**src/rtl/hazard_scoreboard_pkg.sv**
```systemverilog
// Shared definitions for the data-hazard scoreboard.
//  REG_ZERO  : register address that is hard-wired to zero; writes to it and
//              reads from it never create a hazard.
//  sel_width : width of a stage-index field; a single-stage scoreboard still
//              needs a 1-bit select port, which is simply tied to zero.
package hazard_scoreboard_pkg;

   localparam int REG_ZERO = 0;

   function automatic int sel_width(input int depth);
      return (depth > 1) ? $clog2(depth) : 1;
   endfunction

endpackage

```
**src/rtl/hazard_addr_cmp.sv**
```systemverilog
// Compares one decode source address against every scoreboard entry and
// reports the youngest (lowest index) valid entry that writes that register.
// Ports:
//  src_en   : source actually reads the register file this cycle
//  src_addr : source register address
//  sb_v     : valid bit of each in-flight write (index 0 = youngest)
//  sb_da    : destination address of each in-flight write
//  hit      : some valid entry writes src_addr
//  hit_idx  : index of the youngest such entry (0 when no hit)
module hazard_addr_cmp
   import hazard_scoreboard_pkg::*;
#(
   parameter int REG_AW     = 3,
   parameter int PIPE_DEPTH = 3
) (
   input  logic                                 src_en,
   input  logic [REG_AW-1:0]                    src_addr,
   input  logic [PIPE_DEPTH-1:0]                sb_v,
   input  logic [PIPE_DEPTH-1:0][REG_AW-1:0]    sb_da,
   output logic                                 hit,
   output logic [sel_width(PIPE_DEPTH)-1:0]     hit_idx
);

   localparam int SEL_W = sel_width(PIPE_DEPTH);

   logic [PIPE_DEPTH-1:0] eq_vec;
   logic                  src_live;

   // Register zero is constant, so reading it can never depend on a write.
   assign src_live = src_en & (src_addr != REG_AW'(REG_ZERO));

   always_comb begin
      eq_vec = '0;
      for (int k = 0; k < PIPE_DEPTH; k++) begin
         eq_vec[k] = src_live & sb_v[k] & (sb_da[k] == src_addr);
      end
   end

   // Scan oldest to youngest so the last assignment, the youngest match,
   // wins: it holds the architecturally newest value of the register.
   always_comb begin
      hit     = 1'b0;
      hit_idx = '0;
      for (int k = PIPE_DEPTH - 1; k >= 0; k--) begin
         if (eq_vec[k]) begin
            hit     = 1'b1;
            hit_idx = SEL_W'(k);
         end
      end
   end

endmodule

```
**src/rtl/hazard_scoreboard.sv**
```systemverilog
// Data-hazard unit between decode and the execute/writeback pipeline.
// A PIPE_DEPTH-entry shift scoreboard records in-flight register writes;
// each decode source is either forwarded from a stage whose result already
// exists or decode is stalled and a bubble enters stage 0.
// Ports:
//  clk, rst            : rising-edge clock, synchronous active-high reset
//  id_valid            : decode slot holds a valid instruction
//  id_aa, id_ba        : source A / B register addresses
//  id_ma, id_mb        : source A / B is a constant (no register read)
//  id_rw, id_da        : instruction writes register id_da
//  flush               : branch-taken kill of all in-flight writes
//  stall               : hold PC/decode, bubble into stage 0
//  issue               : decode instruction enters the pipeline
//  fwd_a_vld/fwd_a_sel : A taken from pipeline stage fwd_a_sel
//  fwd_b_vld/fwd_b_sel : B taken from pipeline stage fwd_b_sel
//  stall_cnt           : saturating count of stall cycles
module hazard_scoreboard
   import hazard_scoreboard_pkg::*;
#(
   parameter int REG_AW     = 3,
   parameter int PIPE_DEPTH = 3,
   parameter int FWD_EN     = 1,
   parameter int FWD_MIN    = 1,
   parameter int CNT_W      = 16
) (
   input  logic                              clk,
   input  logic                              rst,
   input  logic                              id_valid,
   input  logic [REG_AW-1:0]                 id_aa,
   input  logic [REG_AW-1:0]                 id_ba,
   input  logic                              id_ma,
   input  logic                              id_mb,
   input  logic                              id_rw,
   input  logic [REG_AW-1:0]                 id_da,
   input  logic                              flush,
   output logic                              stall,
   output logic                              issue,
   output logic                              fwd_a_vld,
   output logic [sel_width(PIPE_DEPTH)-1:0]  fwd_a_sel,
   output logic                              fwd_b_vld,
   output logic [sel_width(PIPE_DEPTH)-1:0]  fwd_b_sel,
   output logic [CNT_W-1:0]                  stall_cnt
);

   localparam int SEL_W = sel_width(PIPE_DEPTH);

   logic [PIPE_DEPTH-1:0]             sb_v;
   logic [PIPE_DEPTH-1:0][REG_AW-1:0] sb_da;

   logic             a_hit;
   logic [SEL_W-1:0] a_idx;
   logic             b_hit;
   logic [SEL_W-1:0] b_idx;
   logic             a_block;
   logic             b_block;

   hazard_addr_cmp #(
      .REG_AW     (REG_AW),
      .PIPE_DEPTH (PIPE_DEPTH)
   ) u_cmp_a (
      .src_en   (id_valid & ~id_ma),
      .src_addr (id_aa),
      .sb_v     (sb_v),
      .sb_da    (sb_da),
      .hit      (a_hit),
      .hit_idx  (a_idx)
   );

   hazard_addr_cmp #(
      .REG_AW     (REG_AW),
      .PIPE_DEPTH (PIPE_DEPTH)
   ) u_cmp_b (
      .src_en   (id_valid & ~id_mb),
      .src_addr (id_ba),
      .sb_v     (sb_v),
      .sb_da    (sb_da),
      .hit      (b_hit),
      .hit_idx  (b_idx)
   );

   // A source blocks when its newest producer sits in a stage whose result
   // does not exist yet (or forwarding is disabled altogether). A flush kills
   // the decode instruction, so nothing needs holding and nothing is forwarded.
   always_comb begin
      a_block   = a_hit & ((FWD_EN == 0) || (int'(a_idx) < FWD_MIN));
      b_block   = b_hit & ((FWD_EN == 0) || (int'(b_idx) < FWD_MIN));
      stall     = ~flush & (a_block | b_block);
      issue     = id_valid & ~stall & ~flush;
      fwd_a_vld = ~flush & a_hit & ~a_block;
      fwd_b_vld = ~flush & b_hit & ~b_block;
      fwd_a_sel = fwd_a_vld ? a_idx : '0;
      fwd_b_sel = fwd_b_vld ? b_idx : '0;
   end

   // Older entries always advance; stage 0 records the issuing write only,
   // so a stall or flush shifts in a bubble. Flush also invalidates every
   // entry already in flight.
   always_ff @(posedge clk) begin
      if (rst) begin
         sb_v <= '0;
      end else begin
         sb_v[0] <= issue & id_rw & (id_da != REG_AW'(REG_ZERO));
         for (int k = 1; k < PIPE_DEPTH; k++) begin
            sb_v[k] <= ~flush & sb_v[k-1];
         end
      end
   end

   // Addresses are meaningless while the matching valid bit is low.
   always_ff @(posedge clk) begin
      sb_da[0] <= id_da;
      for (int k = 1; k < PIPE_DEPTH; k++) begin
         sb_da[k] <= sb_da[k-1];
      end
   end

   // Saturating stall counter: holds at all-ones instead of wrapping.
   always_ff @(posedge clk) begin
      if (rst) begin
         stall_cnt <= '0;
      end else if (stall && (stall_cnt != '1)) begin
         stall_cnt <= stall_cnt + CNT_W'(1);
      end
   end

endmodule
```
**config.mk**
```make
export PLATFORM = sky130hd
export DESIGN_NAME = hazard_scoreboard
export DESIGN_NICKNAME = d
export VERILOG_FILES = /design/src/rtl/hazard_scoreboard_pkg.sv /design/src/rtl/hazard_addr_cmp.sv /design/src/rtl/hazard_scoreboard.sv
export SDC_FILE = /design/constraint.sdc
export NUM_CORES = 1
export LEC_CHECK = 0
export CAP_MARGIN = 5
export CELL_PAD_IN_SITES_DETAIL_PLACEMENT = 0
export CELL_PAD_IN_SITES_GLOBAL_PLACEMENT = 1
export CORE_UTILIZATION = 34
export DETAILED_ROUTE_END_ITERATION = 6
export GPL_ROUTABILITY_DRIVEN = 0
export GPL_TIMING_DRIVEN = 0
export PLACE_DENSITY = 0.76
export SLEW_MARGIN = 20
export SYNTH_ARGS = -nofsm -noshare
export SYNTH_HDL_FRONTEND = slang
export SYNTH_SLANG_ARGS = --single-unit
```
**constraint.sdc**
```tcl
create_clock -name clk -period 2.3 [get_ports clk]
set_input_delay 0.46 -clock clk [delete_from_list [all_inputs] [get_ports clk]]
set_output_delay 0.46 -clock clk [all_outputs]
set_load 0.02 [all_outputs]
```
Yosys cells after proc, flatten, opt, wreduce, memory -nomap -nowiden --
Index checks and enable logic that the tools add are counted.
Word-level totals: output and inout port bits 24, bits in registers 28
Cells by class: equal/unequal tests 7, reductions and logical operators 4, mux-type cells 14, bitwise operators 36, add/sub/neg operators 1, order comparisons 2
Operator list (number):
- 1-bit bitwise AND | 29
- 3-bit equality test | 6
- 16-bit by 1-bit adder with 16-bit output (second input constant) | 1
- 2-bit two-way mux | 8
- 16-bit != test (second input constant) | 1
- 3-bit nonzero test | 3
- 1-bit two-way mux | 6
- 1-bit inverter | 6
- 2-bit by 1-bit less-than comparator with 1-bit output (second input constant) | 2
- 1-bit logical AND | 1
- 1-bit bitwise OR | 1

Longest topological paths before layout --
Gate-level depths: netlist of the first run.
depth in word-level cells 17, gate-level depth with buffers 9, depth with buffers taken out 7

Modules after synthesis --
Synthesis of the first run repeated with hierarchy kept, for this count alone.
Second synthesis, totals: cell total of the unflattened synthesis 165, area total of the unflattened synthesis 1550.2 µm²
Modules (own cells, without submodules):
- hazard_scoreboard | cells each 131, seq. area each 560.5 µm², instances 1, area each 1270.0 µm²
- hazard_addr_cmp | cells each 17, seq. area each 0.0 µm², instances 2, area each 140.1 µm²

Worst setup path after synthesis of the first run --
OpenSTA, ideal clock, no wires.
path kind input-to-output, start point in id_aa[1], end point out fwd_a_vld, slack -209 ps, arrival 2049 ps, required time 1840 ps, stages 3, path through o311ai_2 nor2_4 a2111oi_0
Between the ends: word-level cells in the longest chain between the ends 11
RTL lines:
- from (decl) | RTL line hazard_scoreboard.sv:29 | input logic [REG_AW-1:0] id_aa,
- 3-bit nonzero test | RTL line hazard_addr_cmp.sv:30 | assign src_live = src_en & (src_addr != REG_AW'(REG_ZERO));
- 1-bit bitwise AND | RTL line hazard_addr_cmp.sv:30
- 1-bit bitwise AND (2 in series) | RTL line hazard_addr_cmp.sv:35 | eq_vec[k] = src_live & sb_v[k] & (sb_da[k] == src_addr);
- 2-bit two-way mux (3 in series) | RTL line hazard_addr_cmp.sv:45 | if (eq_vec[k]) begin
- 2-bit by 1-bit less-than comparator with 1-bit output | RTL line hazard_scoreboard.sv:85 | a_block = a_hit & ((FWD_EN == 0) || (int'(a_idx) < FWD_MIN));
- 1-bit bitwise AND | RTL line hazard_scoreboard.sv:85
- 1-bit inverter | RTL line hazard_scoreboard.sv:89 | fwd_a_vld = ~flush & a_hit & ~a_block;
- 1-bit bitwise AND (*) | RTL line hazard_scoreboard.sv:89
- to (decl) | RTL line hazard_scoreboard.sv:38 | output logic fwd_a_vld,
Mark *: on every way between the ends. The rest lies on a longest branch, timed or not.

Worst setup path in the final report of the first run --
start point in id_ba[1], end point out fwd_b_sel[1]
Between the ends: word-level cells in the longest chain between the ends 12
RTL lines:
- from (decl) | RTL line hazard_scoreboard.sv:30 | input logic [REG_AW-1:0] id_ba,
- 3-bit nonzero test | RTL line hazard_addr_cmp.sv:30
- 1-bit bitwise AND | RTL line hazard_addr_cmp.sv:30
- 1-bit bitwise AND (2 in series) | RTL line hazard_addr_cmp.sv:35
- 2-bit two-way mux (3 in series) | RTL line hazard_addr_cmp.sv:45
- 2-bit by 1-bit less-than comparator with 1-bit output | RTL line hazard_scoreboard.sv:86 | b_block = b_hit & ((FWD_EN == 0) || (int'(b_idx) < FWD_MIN));
- 1-bit bitwise AND | RTL line hazard_scoreboard.sv:86
- 1-bit inverter | RTL line hazard_scoreboard.sv:90 | fwd_b_vld = ~flush & b_hit & ~b_block;
- 1-bit bitwise AND | RTL line hazard_scoreboard.sv:90
- 2-bit two-way mux (*) | RTL line hazard_scoreboard.sv:92 | fwd_b_sel = fwd_b_vld ? b_idx : '0;
- to (decl) | RTL line hazard_scoreboard.sv:41 | output logic [sel_width(PIPE_DEPTH)-1:0] fwd_b_sel,
Marks and branches as above.

==> run summary, run 1 <==
The placeable core region came out at 0.00374 mm². The leakage component of the power is 0.664 nW. The worst register-to-register path begins at stall_cnt[0]. The actual transition at the worst max-transition pin came out at 0.477 ns.

The final sum of negative setup slack is 0 ns. The vertical die dimension came out at 65.3 µm. The number of antenna violations at the first check in global routing is 0. The worst hold path belongs to the class flop to flop. For this block, the via count after detailed routing is 1327. Setup repair after global routing could not meet its margin everywhere. The number of buffers added by the clock tree synthesis step is 3. The number of buffer cells added on primary ports came out at 39. The die area came out at between 0.004 and 0.005 mm². The power density relative to cell area is 497 mW/mm².

After global routing the overflow that remains totals 0. Row generation in the floorplan step produced 22 rows. The effective utilization at floorplan came out at 36.4%. The synthesized flop and latch total came out at 28. The distinct cell type count after synthesis came out at 33. The buffer type at the clock tree root is sky130_fd_sc_hd__clkbuf_8. The destination of the worst register-to-register timing path is stall_cnt[1]. The worst reg-to-reg setup slack came out at between 0.2 and 0.25 ns. The wire length of the first global-routing pass is around 5.3 mm. The final cycle utilization of the critical path is 98.9%. After detailed routing, the total wire length is between 3 and 4 mm.

The number of clock sinks seen by CTS came out at 28. The layout overhead on the synthesized area is 45.9%. The post-CTS clock slew at the launch and capture registers of the worst setup and hold paths is 0.10 ns. The arrival time at the worst endpoint came out at 1.82 ns. The minimum period implied by the final worst setup slack is 2.28 ns. The number of design-rule violations left by the first detailed-router iteration is 48. The average instance in the mapped netlist occupies 9.02 µm².

The biggest area consumer among synthesized cells is sky130_fd_sc_hd__dfxtp_1. The cell depth of the worst flop-to-flop path came out at 9. The diode insertion count for antenna repair came out at 0.

After detailed routing, the number of remaining DRC violations is 0. Registers take 564 µm². For this run, the number of Yosys warnings is 0. The cell area after layout is 0.00199 mm². The number of global-route vias before repair came out at ~1200. The cell count after synthesis came out at about 150. The type of element launching the critical path is an input port. The final number of hold-violating endpoints came out at 0.

The tool flagged a number of max-cap violations equal to 0. The detail route stage leaves a number of antenna-violating nets equal to 0. At the end of the flow, the number of nets in the layout was 221. CTS built an H-tree with a depth of 1. The maximum number of pins on one net before global-route repair is 17.

The buffer levels on the longest clock path came out at 2. The relative slew slack is 68.2%. The multi-input combinational cells in the finished layout cover a total of 817 µm². After detailed routing, the average wire length per cell comes to approximately 13 µm. By startpoint and endpoint, the worst setup path is classified as input port to primary output. The proportion of layout cells with a drive suffix above 1 came out at between 20% and 30%.

The worst clock skew on the final layout came out at 0.00550 ns. The number of filler instances in the final layout is roughly 370. The number of flops mapped to enable cells by yosys is 0. After legalization and detailed placement, the total HPWL measured ~2.4 mm.

Sorting the synthesized cells by how often they occur yields 28 x sky130_fd_sc_hd__dfxtp_1, 18 x sky130_fd_sc_hd__xnor2_1, 13 x sky130_fd_sc_hd__a21oi_1. The final-report max-slew violation count is 0. The summed instance area of the synthesized netlist came out at 0.00136 mm². The largest voltage drop on the vdd net came out at 0.317 mV. The overall track demand over capacity in global routing is 16.0%. Along the worst path, the maximum fanout reaches 4.

The critical path required time came out at 1.84 ns. In this run the most critical hold path is launched from sb_da[2]. The worst hold endpoint is sb_da[5]. The total of hold buffers inserted after clock tree synthesis came out at 0. The maximum clock frequency is 440 MHz. The later pin in the worst-skew pair is clocked with a latency of approximately 0.28 ns. STA classifies the critical path endpoint as a primary output. The number of nets in the synthesized netlist came out at roughly 170. After synthesis, flip-flops and latches occupy between 40 and 50% of the total area. sky130_fd_sc_hd__dfxtp_1 is the most common cell in the netlist. In this run the horizontal extent of the chip is 65.3 µm. TritonCTS built the clock tree. Among all flip-flop cells after synthesis, the most frequent one is sky130_fd_sc_hd__dfxtp_1. The async set-or-reset flop fraction in the synthesized netlist came out at 0%. The design draws about 0.99 mW. The share of the synthesized area in the top cell type came out at 41.1%. Sorting the synthesized cells by area gives the leading types as sky130_fd_sc_hd__dfxtp_1 41%, sky130_fd_sc_hd__xnor2_1 12%, sky130_fd_sc_hd__or3_1 5.5%, sky130_fd_sc_hd__a21oi_1 4.8%, sky130_fd_sc_hd__o21ai_0 4.4%. Before antenna repair, the detailed router went through 4 iterations. The flow ran to the end, and the final reports show no timing, DRC or antenna violations. Counting instances, the worst hold path has a depth of 0. The via density per instance came out at around 5.3. The setup violation total in the final timing report came out at 0. After detailed placement, the total cell area comes to 0.00182 mm². The I/O pin count came out at 40.
==> worst max-delay path by stage <==
stage / start / endpoint / depth (start not counted)
2_1_floorplan: id_ba[1] / fwd_b_vld / 5
6_report: id_ba[1] / fwd_b_sel[1] / 7
3_3_place_gp: id_ba[0] / fwd_b_sel[1] / 7
3_5_place_dp: id_ba[1] / fwd_b_sel[1] / 7
5_1_grt: id_aa[2] / fwd_a_sel[0] / 6
4_1_cts: id_aa[1] / fwd_a_vld / 5
==> cell type report <==
type / count / share of cell area [%]
timing repair buffer: 48 / 21.6
multi-input combinational: 115 / 41.1
clock inverter: 1 / 1.51
sequential: 28 / 28.4
clock buffer: 3 / 2.08
inverter: 3 / 0.566
tap: 48 / 3.02
buffer: 5 / 1.70
==> critical path, cell delays in order <==
cell,delay (ns)
sky130_fd_sc_hd__buf_4,0.14
sky130_fd_sc_hd__o311ai_4,0.28
sky130_fd_sc_hd__nor2_2,0.08
sky130_fd_sc_hd__or2_4,0.24
sky130_fd_sc_hd__or3_4,0.39
sky130_fd_sc_hd__nor2_4,0.11
sky130_fd_sc_hd__buf_6,0.12
==> logic make-up (layout without fill, tap and decap cells) <==
kind of cell	count (synthesis)	after routing	share of synthesized area, %
AO/OA/AOI/OAI	32	32	14.9
XOR/XNOR	19	19	12.2
adder cells (fa/ha/maj)	1	1	0.918
buffers and inverters	8	60	3.31
flip-flops	28	28	41.1
multiplexers	2	2	1.56
AND/OR/NAND/NOR	61	61	26.0
==> per-stage QoR <==
stage               hold WS (ns)  utilization [%]  std cells  setup WS, ns
CTS                        0.400             52.4        249        -0.116
global placement           0.384             48.7        238         -1.15
global route               0.396             53.1        251       -0.0540
floorplan                  0.375                -        151      0.000469
finish                     0.387             53.1        251        0.0247
detailed placement         0.387             48.7        238         -1.15
==> state kept, by name (all words and copies together) (netlist names) <==
name and flops:
sb_da 9, sb_v 3, stall_cnt 16
==> power by group <==
part           total (mW)  internal [mW]  switching, mW
Clock               0.387          0.233          0.154
Combinational      0.0981         0.0537         0.0444
Sequential          0.503          0.494        0.00872
==> metal layers <==
metal,track usage (%),vias to the layer above,wire length (µm)
met5,0,-,0
met4,6.52,0,48
met3,2.08,5,125
met2,26.2,28,1600
met1,21.0,639,1550
li1,-,655,-
==> timing repair <==
item / in CTS / in global routing
buffers inserted: 7 / 2
pin swaps: 6 / 9
endpoints found under the setup margin: 9 / 8
resized for setup: 62 / 18
==> cells in the final DEF, fill, tap and decap left out, types with 2 or more instances in the layout <==
cell	n
sky130_fd_sc_hd__dfxtp_1	25
sky130_fd_sc_hd__buf_6	4
sky130_fd_sc_hd__o31ai_1	2
sky130_fd_sc_hd__nor2_4	2
sky130_fd_sc_hd__dlygate4sd2_1	2
sky130_fd_sc_hd__nand4_1	8
sky130_fd_sc_hd__buf_2	3
sky130_fd_sc_hd__clkbuf_2	3
sky130_fd_sc_hd__nor2_1	9
sky130_fd_sc_hd__nand3_1	6
sky130_fd_sc_hd__nand2_1	6
sky130_fd_sc_hd__buf_4	12
sky130_fd_sc_hd__clkdlybuf4s15_2	3
sky130_fd_sc_hd__clkbuf_8	3
sky130_fd_sc_hd__a21oi_1	13
sky130_fd_sc_hd__and4_4	2
sky130_fd_sc_hd__clkbuf_1	2
sky130_fd_sc_hd__clkdlybuf4s15_1	2
sky130_fd_sc_hd__o311ai_4	2
sky130_fd_sc_hd__or4_1	2
sky130_fd_sc_hd__dfxtp_2	3
sky130_fd_sc_hd__nor3b_1	2
sky130_fd_sc_hd__nor3_1	3
sky130_fd_sc_hd__o21ai_0	12
sky130_fd_sc_hd__inv_2	2
sky130_fd_sc_hd__or3_1	11
sky130_fd_sc_hd__clkdlybuf4s50_1	22
sky130_fd_sc_hd__xnor2_1	18
(Power assumes the default switching activity.)
==> inputs of run 2 (changes only) <==
--- a/config.mk
+++ b/config.mk
@@ -8,11 +8,11 @@
 export CAP_MARGIN = 5
 export CELL_PAD_IN_SITES_DETAIL_PLACEMENT = 0
 export CELL_PAD_IN_SITES_GLOBAL_PLACEMENT = 1
-export CORE_UTILIZATION = 34
+export CORE_UTILIZATION = 25
 export DETAILED_ROUTE_END_ITERATION = 6
 export GPL_ROUTABILITY_DRIVEN = 0
 export GPL_TIMING_DRIVEN = 0
-export PLACE_DENSITY = 0.76
+export PLACE_DENSITY = 0.58
 export SLEW_MARGIN = 20
 export SYNTH_ARGS = -nofsm -noshare
 export SYNTH_HDL_FRONTEND = slang
==> run 2 against run 1 <==
- hold slack hardly changed
- clock power fell by 32%
- worst setup slack lost 0.00060 ns
- via count shrank 2.1%
- total power decreased by 12%
==> run summary, run 2 (synthesis gave the netlist of run 1 again) <==
The flow ran to the end, and the final reports show no timing, DRC or antenna violations. The deepest level of the CTS H-tree came out at 1. The max capacitance violation total is 0. The buffer type at the clock tree root is sky130_fd_sc_hd__clkbuf_8. The post-CTS clock slew at the launch and capture registers of the worst setup and hold paths came out at about 0.090 ns. The die area is ~0.0057 mm². The layout overhead on the synthesized area came out at 46.0%. The total of hold buffers inserted after clock tree synthesis came out at 0. The total cell area at the placement stage is about 0.0018 mm². Setup repair after global routing could not meet its margin everywhere. The I/O pin count came out at 40. The final-report max-slew violation count is 0. For this run, design rule violations remaining after detail routing come to 0.

CTS saw 28 sinks. Leaving out fill and tap cells, the most frequent cell in the layout is sky130_fd_sc_hd__dfxtp_1. The number of design-rule violations left by the first detailed-router iteration is 63. The first global-routing pass estimated 5.71 mm of wire. The overall track demand over capacity in global routing came out at 12.8%.

In this design, the largest share of critical-path delay is due to simple AND/OR/NAND/NOR gates. During placement, the flow inserted port buffers numbering 39. The library cells used most frequently in the layout, excluding fill and tap cells, are 25 x sky130_fd_sc_hd__dfxtp_1, 22 x sky130_fd_sc_hd__clkdlybuf4s50_1, 17 x sky130_fd_sc_hd__xnor2_1, 13 x sky130_fd_sc_hd__a21oi_1, 12 x sky130_fd_sc_hd__o21ai_0.

The start-to-end type of the worst setup path is input port to primary output. The arrival time at the worst endpoint is between 1.5 and 2 ns. The critical path goes through buf_12 -> o311ai_4 -> nor2_2 -> or2_4 -> or3_4 -> nand2b_1 -> buf_6. The number of antenna violations at the first check in global routing is 0. The final cycle utilization of the critical path came out at around 99%.

The number of global-route vias before repair is 1217. The placeable core region is 0.00517 mm². The half-perimeter wire length of the detailed placement result came out at 2.67 mm. The effective utilization at floorplan is approximately a quarter.

The number of instances in the placed design is 260. The total via count after detailed routing is 1299. For this run, the detailed router's first-pass iteration total came to 4. The final number of hold-violating endpoints came to 0. The row count came out at 26.

Counting flops per register, the top entry is stall_cnt. The count of antenna-violating nets left after detailed routing came out at 0. The leakage component of the power came out at 0.657 nW. The path class of the tightest hold or removal check is flop to flop. TritonCTS built the clock tree. The largest single stage delay on the critical path is 0.39 ns.

The power density relative to cell area is 437 mW/mm². Among all stages on the critical path, the largest delay is contributed by sky130_fd_sc_hd__or3_4. The worst-case IR drop observed on VDD is about 0.2 mV. Counting the buffers created by CTS gives 3. The maximum clock frequency came out at roughly 440 MHz. The critical path capture point type is a primary output. The global route total overflow is 0. The number of flip-flops in the largest register is 16. The utilization of the core after routing is 38.5%. The final sum of negative setup slack came out at 0 ns.

The vertical die dimension came out at 75.8 µm. The startpoint of the worst register-to-register path is stall_cnt[0]. At the pin with the least slew margin, the transition time is 0.458 ns. The minimum period implied by the final worst setup slack is ~2.3 ns. The source-to-sink clock delay at the later pin of the worst-skew pair came out at 0.27 ns. In this run the most critical hold path is launched from sb_da[0].

The buffer levels on the longest clock path is 2. Headroom to the max-slew limit came out at a little over two thirds. The post-route non-filler standard cell count is 270. Entering global routing, the biggest net connects 15 pins. The routed wire length per instance is between 10 and 15 µm. After detailed routing, the total wire length is 3.51 mm. The worst reg-to-reg setup slack came out at between 0.2 and 0.25 ns. In the final layout, the registers with the most flip-flops are stall_cnt: 16 flops, sb_da: 9 flops, sb_v: 3 flops. The cell area after layout is 0.00199 mm². The worst clock skew on the final layout is 0.00739 ns.

The proportion of layout cells with a drive suffix above 1 is between 20% and 30%. The net total in the final layout is 219. The count of buffer and inverter cells on the critical path came out at 2. The critical path starts at id_ba[1]. Hold timing on the final database bottoms out at a slack of 0.387 ns. The critical path required time came out at 1.84 ns. The die is 75.8 µm wide. The repair_antennas step left the layout with diodes totalling 0. The maximum fanout along the worst path is 4.

STA classifies the critical path startpoint as an input port. The setup violation total in the final timing report came out at 0. The via density per instance is 4.81.
[run 2: cell count changes in the layout (fill, tap and decap cells not counted), sizes merged]
cell,before,now
clkbuf,8,11
clkdlybuf4s15,5,1
buf,19,18
bufinv,1,0
[run 2: stage by stage]
stage / power (mW) / worst slack [ns]
4_1_cts: 0.872 / -0.0171
2_1_floorplan: 0.555 / 0.000469
6_report: 0.869 / 0.0241
3_3_place_gp: 0.603 / -1.21
5_1_grt: 0.903 / -0.0475
3_5_place_dp: 0.604 / -1.19
[run 2: worst paths after layout]
kind | endpoint | cells after the start
worst max register to register | stall_cnt[1] | 9
worst max-delay path | fwd_b_vld | 7
worst min-delay path | sb_da[3] | 0
worst min register to register | sb_da[3] | 0
[run 2: what timing repair did]
| action | CTS | global route |
|---|---|---|
| buffers inserted | 4 | 3 |
| gates resized for setup | 68 | 22 |
| pin swaps | 7 | 8 |
| endpoints found under the setup margin | 10 | 8 |
[run 2: report_power, final]
group	internal, mW	switching (mW)
Clock	0.117	0.144
Combinational	0.0589	0.0456
Sequential	0.494	0.00904
Total	0.671	0.199
[run 2: layout make-up]
cell class                 instances  area [µm²]
multi-input combinational        115         837
sequential                        28         564
buffer                             5        33.8
clock buffer                       3        41.3
fill                             532        3180
timing repair buffer              46         414
tap                               70        87.6
inverter                           3        11.3
[run 2: per-layer routing]
layer / share of wire (%) / routed length, µm / up-vias / global-route usage [%]
met3: 2.9 / 102 / 2 / 1.32
met5: 0 / 0 / - / 0
li1: - / - / 650 / -
met4: 0.97 / 34 / 0 / 3.70
met2: 48 / 1700 / 22 / 20.6
met1: 48 / 1680 / 625 / 18.1
